## src/rtl/invaders_pkg.sv

```systemverilog
// Shared alien-formation types and default march geometry, also used by the sprite renderer.
package invaders_pkg;

  typedef enum logic [1:0] {
    IDLE   = 2'd0,
    MARCH  = 2'd1,
    LANDED = 2'd2
  } march_state_t;

  localparam int X_MIN       = 8;
  localparam int X_MAX       = 200;
  localparam int X_STEP      = 8;
  localparam int Y_START     = 32;
  localparam int Y_STEP      = 16;
  localparam int Y_LIMIT     = 400;
  localparam int PERIOD_INIT = 8;

endpackage

```

## src/rtl/tick_edge_sync.sv

```systemverilog
// Synchronises an asynchronous divided-tick level into clk and emits a one-cycle pulse per rising edge.
// Pulse is high in the cycle after the 2nd clk edge that samples the level high; no backpressure.
module tick_edge_sync (
  input  logic clk,
  input  logic reset,
  input  logic tick_lvl_i,
  output logic tick_o
);

  // [0],[1] form the synchroniser; [2] is the delay flop for edge detection.
  logic [2:0] sync_q;

  always_ff @(posedge clk or posedge reset) begin
    if (reset) begin
      sync_q <= '0;
    end else begin
      sync_q <= {sync_q[1:0], tick_lvl_i};
    end
  end

  assign tick_o = sync_q[1] & ~sync_q[2];

endmodule

```

## src/rtl/invader_march_ctrl.sv

```systemverilog
// Alien-formation march controller: steps, edge drops and landing, advancing once per `period` game ticks.
// Outputs update on the 3rd clk edge after tick_in is sampled high; no backpressure. MARCH_SPEEDUP_EN shortens period on each drop.
import invaders_pkg::*;

module invader_march_ctrl #(
  parameter int X_W         = 10,
  parameter int Y_W         = 9,
  parameter int P_W         = 4,
  parameter int X_MIN       = invaders_pkg::X_MIN,
  parameter int X_MAX       = invaders_pkg::X_MAX,
  parameter int X_STEP      = invaders_pkg::X_STEP,
  parameter int Y_START     = invaders_pkg::Y_START,
  parameter int Y_STEP      = invaders_pkg::Y_STEP,
  parameter int Y_LIMIT     = invaders_pkg::Y_LIMIT,
  parameter int PERIOD_INIT = invaders_pkg::PERIOD_INIT
) (
  input  logic           clk,
  input  logic           reset,
  input  logic           tick_in,
  input  logic           run,
  input  logic           restart,
  output logic [X_W-1:0] x_pos,
  output logic [Y_W-1:0] y_pos,
  output logic           dir_left,
  output logic           step_pulse,
  output logic           drop_pulse,
  output logic           landed
);

  localparam logic [X_W-1:0] X_MIN_R       = X_W'(X_MIN);
  localparam logic [X_W-1:0] X_STEP_R      = X_W'(X_STEP);
  localparam logic [Y_W-1:0] Y_START_R     = Y_W'(Y_START);
  localparam logic [P_W-1:0] PERIOD_INIT_R = P_W'(PERIOD_INIT);
  // One extra bit so edge and landing comparisons never wrap.
  localparam logic [X_W:0]   X_STEP_E      = (X_W+1)'(X_STEP);
  localparam logic [X_W:0]   X_MAX_E       = (X_W+1)'(X_MAX);
  localparam logic [X_W:0]   X_LEFT_LIM_E  = (X_W+1)'(X_MIN + X_STEP);
  localparam logic [Y_W:0]   Y_STEP_E      = (Y_W+1)'(Y_STEP);
  localparam logic [Y_W:0]   Y_LIMIT_E     = (Y_W+1)'(Y_LIMIT);

  logic tick;

  tick_edge_sync u_tick_sync (
    .clk        (clk),
    .reset      (reset),
    .tick_lvl_i (tick_in),
    .tick_o     (tick)
  );

  march_state_t   state_q;
  logic [X_W-1:0] x_q, x_d;
  logic [Y_W-1:0] y_q, y_d;
  logic           dir_q, step_q, drop_q, landed_q;
  logic [P_W-1:0] cnt_q, cnt_inc, period;
  logic [X_W:0]   x_ext;
  logic [Y_W:0]   y_ext;
  logic           step_due, edge_hit, land_hit;

  always_comb begin
    x_ext    = {1'b0, x_q};
    y_ext    = {1'b0, y_q} + Y_STEP_E;
    cnt_inc  = cnt_q + 1'b1;
    step_due = (state_q == MARCH) && run && tick && (cnt_inc == period);
    edge_hit = dir_q ? (x_ext < X_LEFT_LIM_E) : ((x_ext + X_STEP_E) > X_MAX_E);
    x_d      = dir_q ? (x_q - X_STEP_R) : (x_q + X_STEP_R);
    y_d      = y_ext[Y_W-1:0];
    land_hit = (y_ext >= Y_LIMIT_E);
  end

`ifdef MARCH_SPEEDUP_EN
  logic [P_W-1:0] period_q;

  always_ff @(posedge clk or posedge reset) begin
    if (reset) begin
      period_q <= PERIOD_INIT_R;
    end else if (restart) begin
      period_q <= PERIOD_INIT_R;
    end else if (step_due && edge_hit && (period_q > P_W'(1))) begin
      period_q <= period_q - 1'b1;
    end
  end

  assign period = period_q;
`else
  assign period = PERIOD_INIT_R;
`endif

  always_ff @(posedge clk or posedge reset) begin
    if (reset) begin
      state_q  <= IDLE;
      x_q      <= X_MIN_R;
      y_q      <= Y_START_R;
      dir_q    <= 1'b0;
      step_q   <= 1'b0;
      drop_q   <= 1'b0;
      landed_q <= 1'b0;
      cnt_q    <= '0;
    end else begin
      step_q <= 1'b0;
      drop_q <= 1'b0;
      // restart overrides everything, so a coincident tick is simply dropped.
      if (restart) begin
        state_q  <= IDLE;
        x_q      <= X_MIN_R;
        y_q      <= Y_START_R;
        dir_q    <= 1'b0;
        landed_q <= 1'b0;
        cnt_q    <= '0;
      end else begin
        case (state_q)
          IDLE: begin
            if (run) state_q <= MARCH;
          end
          MARCH: begin
            if (run && tick) begin
              if (step_due) begin
                cnt_q <= '0;
                if (edge_hit) begin
                  y_q    <= y_d;
                  dir_q  <= ~dir_q;
                  drop_q <= 1'b1;
                  if (land_hit) begin
                    landed_q <= 1'b1;
                    state_q  <= LANDED;
                  end
                end else begin
                  x_q    <= x_d;
                  step_q <= 1'b1;
                end
              end else begin
                cnt_q <= cnt_inc;
              end
            end
          end
          default: ;
        endcase
      end
    end
  end

  assign x_pos      = x_q;
  assign y_pos      = y_q;
  assign dir_left   = dir_q;
  assign step_pulse = step_q;
  assign drop_pulse = drop_q;
  assign landed     = landed_q;

endmodule

```

## config.mk

```make
export PLATFORM = sky130hd
export DESIGN_NAME = invader_march_ctrl
export DESIGN_NICKNAME = d
export VERILOG_FILES = /design/src/rtl/invaders_pkg.sv /design/src/rtl/tick_edge_sync.sv /design/src/rtl/invader_march_ctrl.sv
export SDC_FILE = /design/constraint.sdc
export NUM_CORES = 1
export LEC_CHECK = 0
export ABC_CLOCK_PERIOD_IN_PS = 2200
export CAP_MARGIN = 20
export CORE_MARGIN = 1.5
export CORE_UTILIZATION = 47
export CTS_CLUSTER_DIAMETER = 50
export DETAILED_ROUTE_END_ITERATION = 16
export HOLD_SLACK_MARGIN = 0.05
export PLACE_DENSITY = 0.76
export SYNTH_ARGS = -nofsm -noshare
export SYNTH_HDL_FRONTEND = slang
export SYNTH_SLANG_ARGS = --single-unit
```

## constraint.sdc

```tcl
create_clock -name clk -period 2.2 [get_ports clk]
set_clock_uncertainty 0.05 [all_clocks]
set_input_delay 0.44 -clock clk [delete_from_list [all_inputs] [get_ports clk]]
set_output_delay 0.44 -clock clk [all_outputs]
set_load 0.05 [all_outputs]
```

==> results <==
==> metal layers <==
| metal | wire, um | vias up | track usage (%) |
|---|---|---|---|
| li1 | - | 629 | - |
| met1 | 1470 | 618 | 26.3 |
| met2 | 1660 | 31 | 33.7 |
| met3 | 119 | 4 | 2.99 |
| met4 | 25 | 0 | 8.25 |
| met5 | 0 | - | 0 |
==> synthesized netlist by cell type (2+ instances only) <==
| library cell | number |
|---|---|
| nor3_1 | 4 |
| buf_4 | 7 |
| nand4_1 | 3 |
| xor2_1 | 2 |
| dfrtp_1 | 23 |
| o21ai_0 | 4 |
| a211oi_1 | 5 |
| mux2_1 | 2 |
| ha_1 | 9 |
| nand2b_1 | 2 |
| dfstp_2 | 2 |
| inv_1 | 7 |
| nor2_1 | 16 |
| nand2_1 | 12 |
| clkbuf_1 | 2 |
| a211o_1 | 2 |
| a21o_1 | 2 |
| a21oi_1 | 10 |
| xnor2_1 | 5 |
| nand3_1 | 3 |
| nor3b_1 | 4 |
==> report_power, final <==
part | internal [uW] | total, uW | switching, uW | leakage [uW]
clock network | 68.2 | 210 | 142 | 0.0000177
logic | 15.3 | 61.9 | 46.6 | 0.000592
registers | 464 | 467 | 2.78 | 0.000325
==> sequential cells by signal, indices dropped and copies added, names as in the netlist <==
name / count
x_pos: 7
cnt_q: 4
landed: 1
y_pos: 5
state_q: 2
step_pulse: 1
drop_pulse: 1
u_tick_sync.sync_q: 3
dir_left: 1
==> metrics by stage <==
step	utilization (%)	TNS [ns]	power, uW	hold WS (ns)
finish	64.7	0	739	0.325
floorplan	-	-0.00685	528	0.281
detailed placement	61.9	-0.207	538	0.292
CTS	63.7	0	744	0.324
global placement	61.9	-0.0698	536	0.283
global route	64.7	-0.177	775	0.337
==> cells in the final DEF (no fill, tap or decap), drive strengths merged, types with 2 or more instances in the layout <==
| cell | n |
|---|---|
| inv | 7 |
| nand2 | 12 |
| a21oi | 10 |
| ha | 9 |
| clkdlybuf4s50 | 14 |
| xnor2 | 5 |
| nand4 | 3 |
| buf | 24 |
| nand3 | 3 |
| nor3 | 4 |
| a211o | 3 |
| a211oi | 6 |
| nand2b | 2 |
| nor3b | 4 |
| conb | 7 |
| mux2 | 3 |
| xor2 | 2 |
| dlymetal6s2s | 3 |
| o21ai | 5 |
| dfrtp | 23 |
| clkbuf | 3 |
| dfstp | 2 |
| nor2 | 16 |
| a21o | 2 |
| and4bb | 2 |
==> how the worst max path moves through the flow <==
stage / startpoint / to / cells after the start
finish: dir_left / x_pos[9] / 6
global route: dir_left / x_pos[8] / 6
CTS: dir_left / x_pos[9] / 6
detailed placement: run / y_pos[8] / 6
global placement: run / y_pos[8] / 6
floorplan: x_pos[8] / y_pos[8] / 5
==> area by class of cell <==
cell class / count / area share (%)
sequential: 25 / 32.0
tap: 44 / 2.76
multi-input combinational: 120 / 43.7
clock buffer: 3 / 1.13
inverter: 7 / 1.32
timing repair buffer: 42 / 18.9
clock inverter: 1 / 0.251
==> cells by family (layout without fill, tap and decap cells) <==
logic type | after synthesis | in the layout | synth area share (%)
AOI/OAI and AO/OA | 37 | 37 | 17.7
xor gates and xnor gates | 7 | 7 | 3.97
adders and majority gates | 11 | 11 | 9.23
buffers and inverters | 17 | 53 | 6.32
DFF | 25 | 25 | 40.6
muxes | 4 | 4 | 2.83
other | 1 | 7 | 0.243
and+or+nand+nor | 54 | 54 | 19.1
==> what timing repair did <==
action                                  CTS  global route
endpoints found under the setup margin    1             6
hold buffers                              0             0
setup buffers                             2             2
gates resized for setup                   3             4
==> results.md <==
- P&R area growth vs syn: 28.9%
- Routed vias: 1282
- Worst reg2reg path endpoint: x_pos[9]
- Leak pwr: 0.000934 uW
- Synthesized cell area: 0.00155 mm^2
- Final Cycle Share: 98.9%
- Post-synthesis sequential area ratio: 40.6%
- CTS Buffer Depth: 2
- Post-place setup slack: -0.0692 ns
- Buf/Inv on CP: 0
- Initial Util: 50.2%
- Share of layout cells above drive strength 1: 24.7%
- Site Rows: 20
- Final non-filler cell total: 242
- Nets: 214
- Top FF cell, synth: dfrtp_1
- Final GP Congestion: 0.835
- First drt pass iteration count: 4
- # DRC: 0
- Clock sink count: 25
- # diodes: 0
- Status: finished, final reports clean
- Grt total ovfl: 0
- Post-synth top area share: 37.2%
- R2R depth: 6
- Synth area leaders: dfrtp_1 (37%), ha_1 (7.3%), nor2_1 (3.9%), buf_4 (3.4%), dfstp_2 (3.4%)
- Cell area after layout: 0.00199 mm^2
- Port bufs: 20
- Initial DRC count: 19
- Worst VDD drop: 0.343 mV
- Number of fill cells: 257
- Clock transition at the registers of the reported paths: 0.14 ns
- YS warnings: 0
- Footprint of the multi-input gates: 870 um^2
- R2r startpoint: dir_left
- Final ANT Viol Nets: 0
- Crit-path max cell delay: 0.54 ns
- Asr flop ratio synth: 100%
- DP Cell Count: 234
- Slew headroom: 64.6%
- WS Path Type: reg -> reg
- Syn_area_per_cell: 9.91 um^2
- R2R setup slack: 0.02 ns
- Root buffer cell: clkbuf_4
- Die Wd: 60.3 um
- Number of synthesized flops with an enable pin: 0
- Critical path required time: 2.37 ns
- Hold path depth: 0
- Max-Cap Viols: 0
- Post-route setup slack: 0.0243 ns
- Hold Path Origin: u_tick_sync.sync_q[0]
- Die Ht: 60.3 um
- Core area: 0.00308 mm^2
- CTS tree: yes
- Detailed Place HPWL: 2390 um
- Slew Viols, Final: 0
- Mapped Cells: 156
- Vias in the first global route: 1233
- Post-synthesis cell type count: 51
- Crit path time final: 2.18 ns
- Seq cells post-synth: 25
- IO Pins: 28
- Via density: 5.30
- CP startpoint kind: flip-flop
- Global-route wire length before repair: 5530 um
- Routed wire length: 3270 um
- Pwr dens: 371 mW/mm^2
- CTS Buf Count: 3
- Slew @ Worst Pin: 0.529 ns
- Sequential cell area: 637 um^2
- Final Hold Vio Count: 0
- Endpoint type of the worst setup path: flip-flop
- Critical path's top delay family: multiplexers
- Endpoints failing setup: 0
- H-tree levels: 1
- Full die area: 0.00364 mm^2
- Initial antenna violation count: 0
- All-Layer GR Usage: 20.2%
- Placed Area: 0.00191 mm^2
- Maximum clock frequency: 460 MHz
- Cells along the critical path: fa_2, a211oi_2, nor2_1, mux2_2, o21ai_1, mux2_1
- Largest area contributor in the netlist: dfrtp_1
- Unrepaired setup endpoints after global routing: yes
- Pin count of the biggest net entering global routing: 26
- Later-pin clock latency in the skew report: 0.33 ns
- Hold EP: u_tick_sync.sync_q[1]
- Hold Path Class: reg -> reg
- Wire per inst: 13.5 um
- CP max-delay cell: dfrtp_4
- CP Max Fanout: 6
- Crit path DAT: 2.34 ns
(Power assumes the default switching activity.)
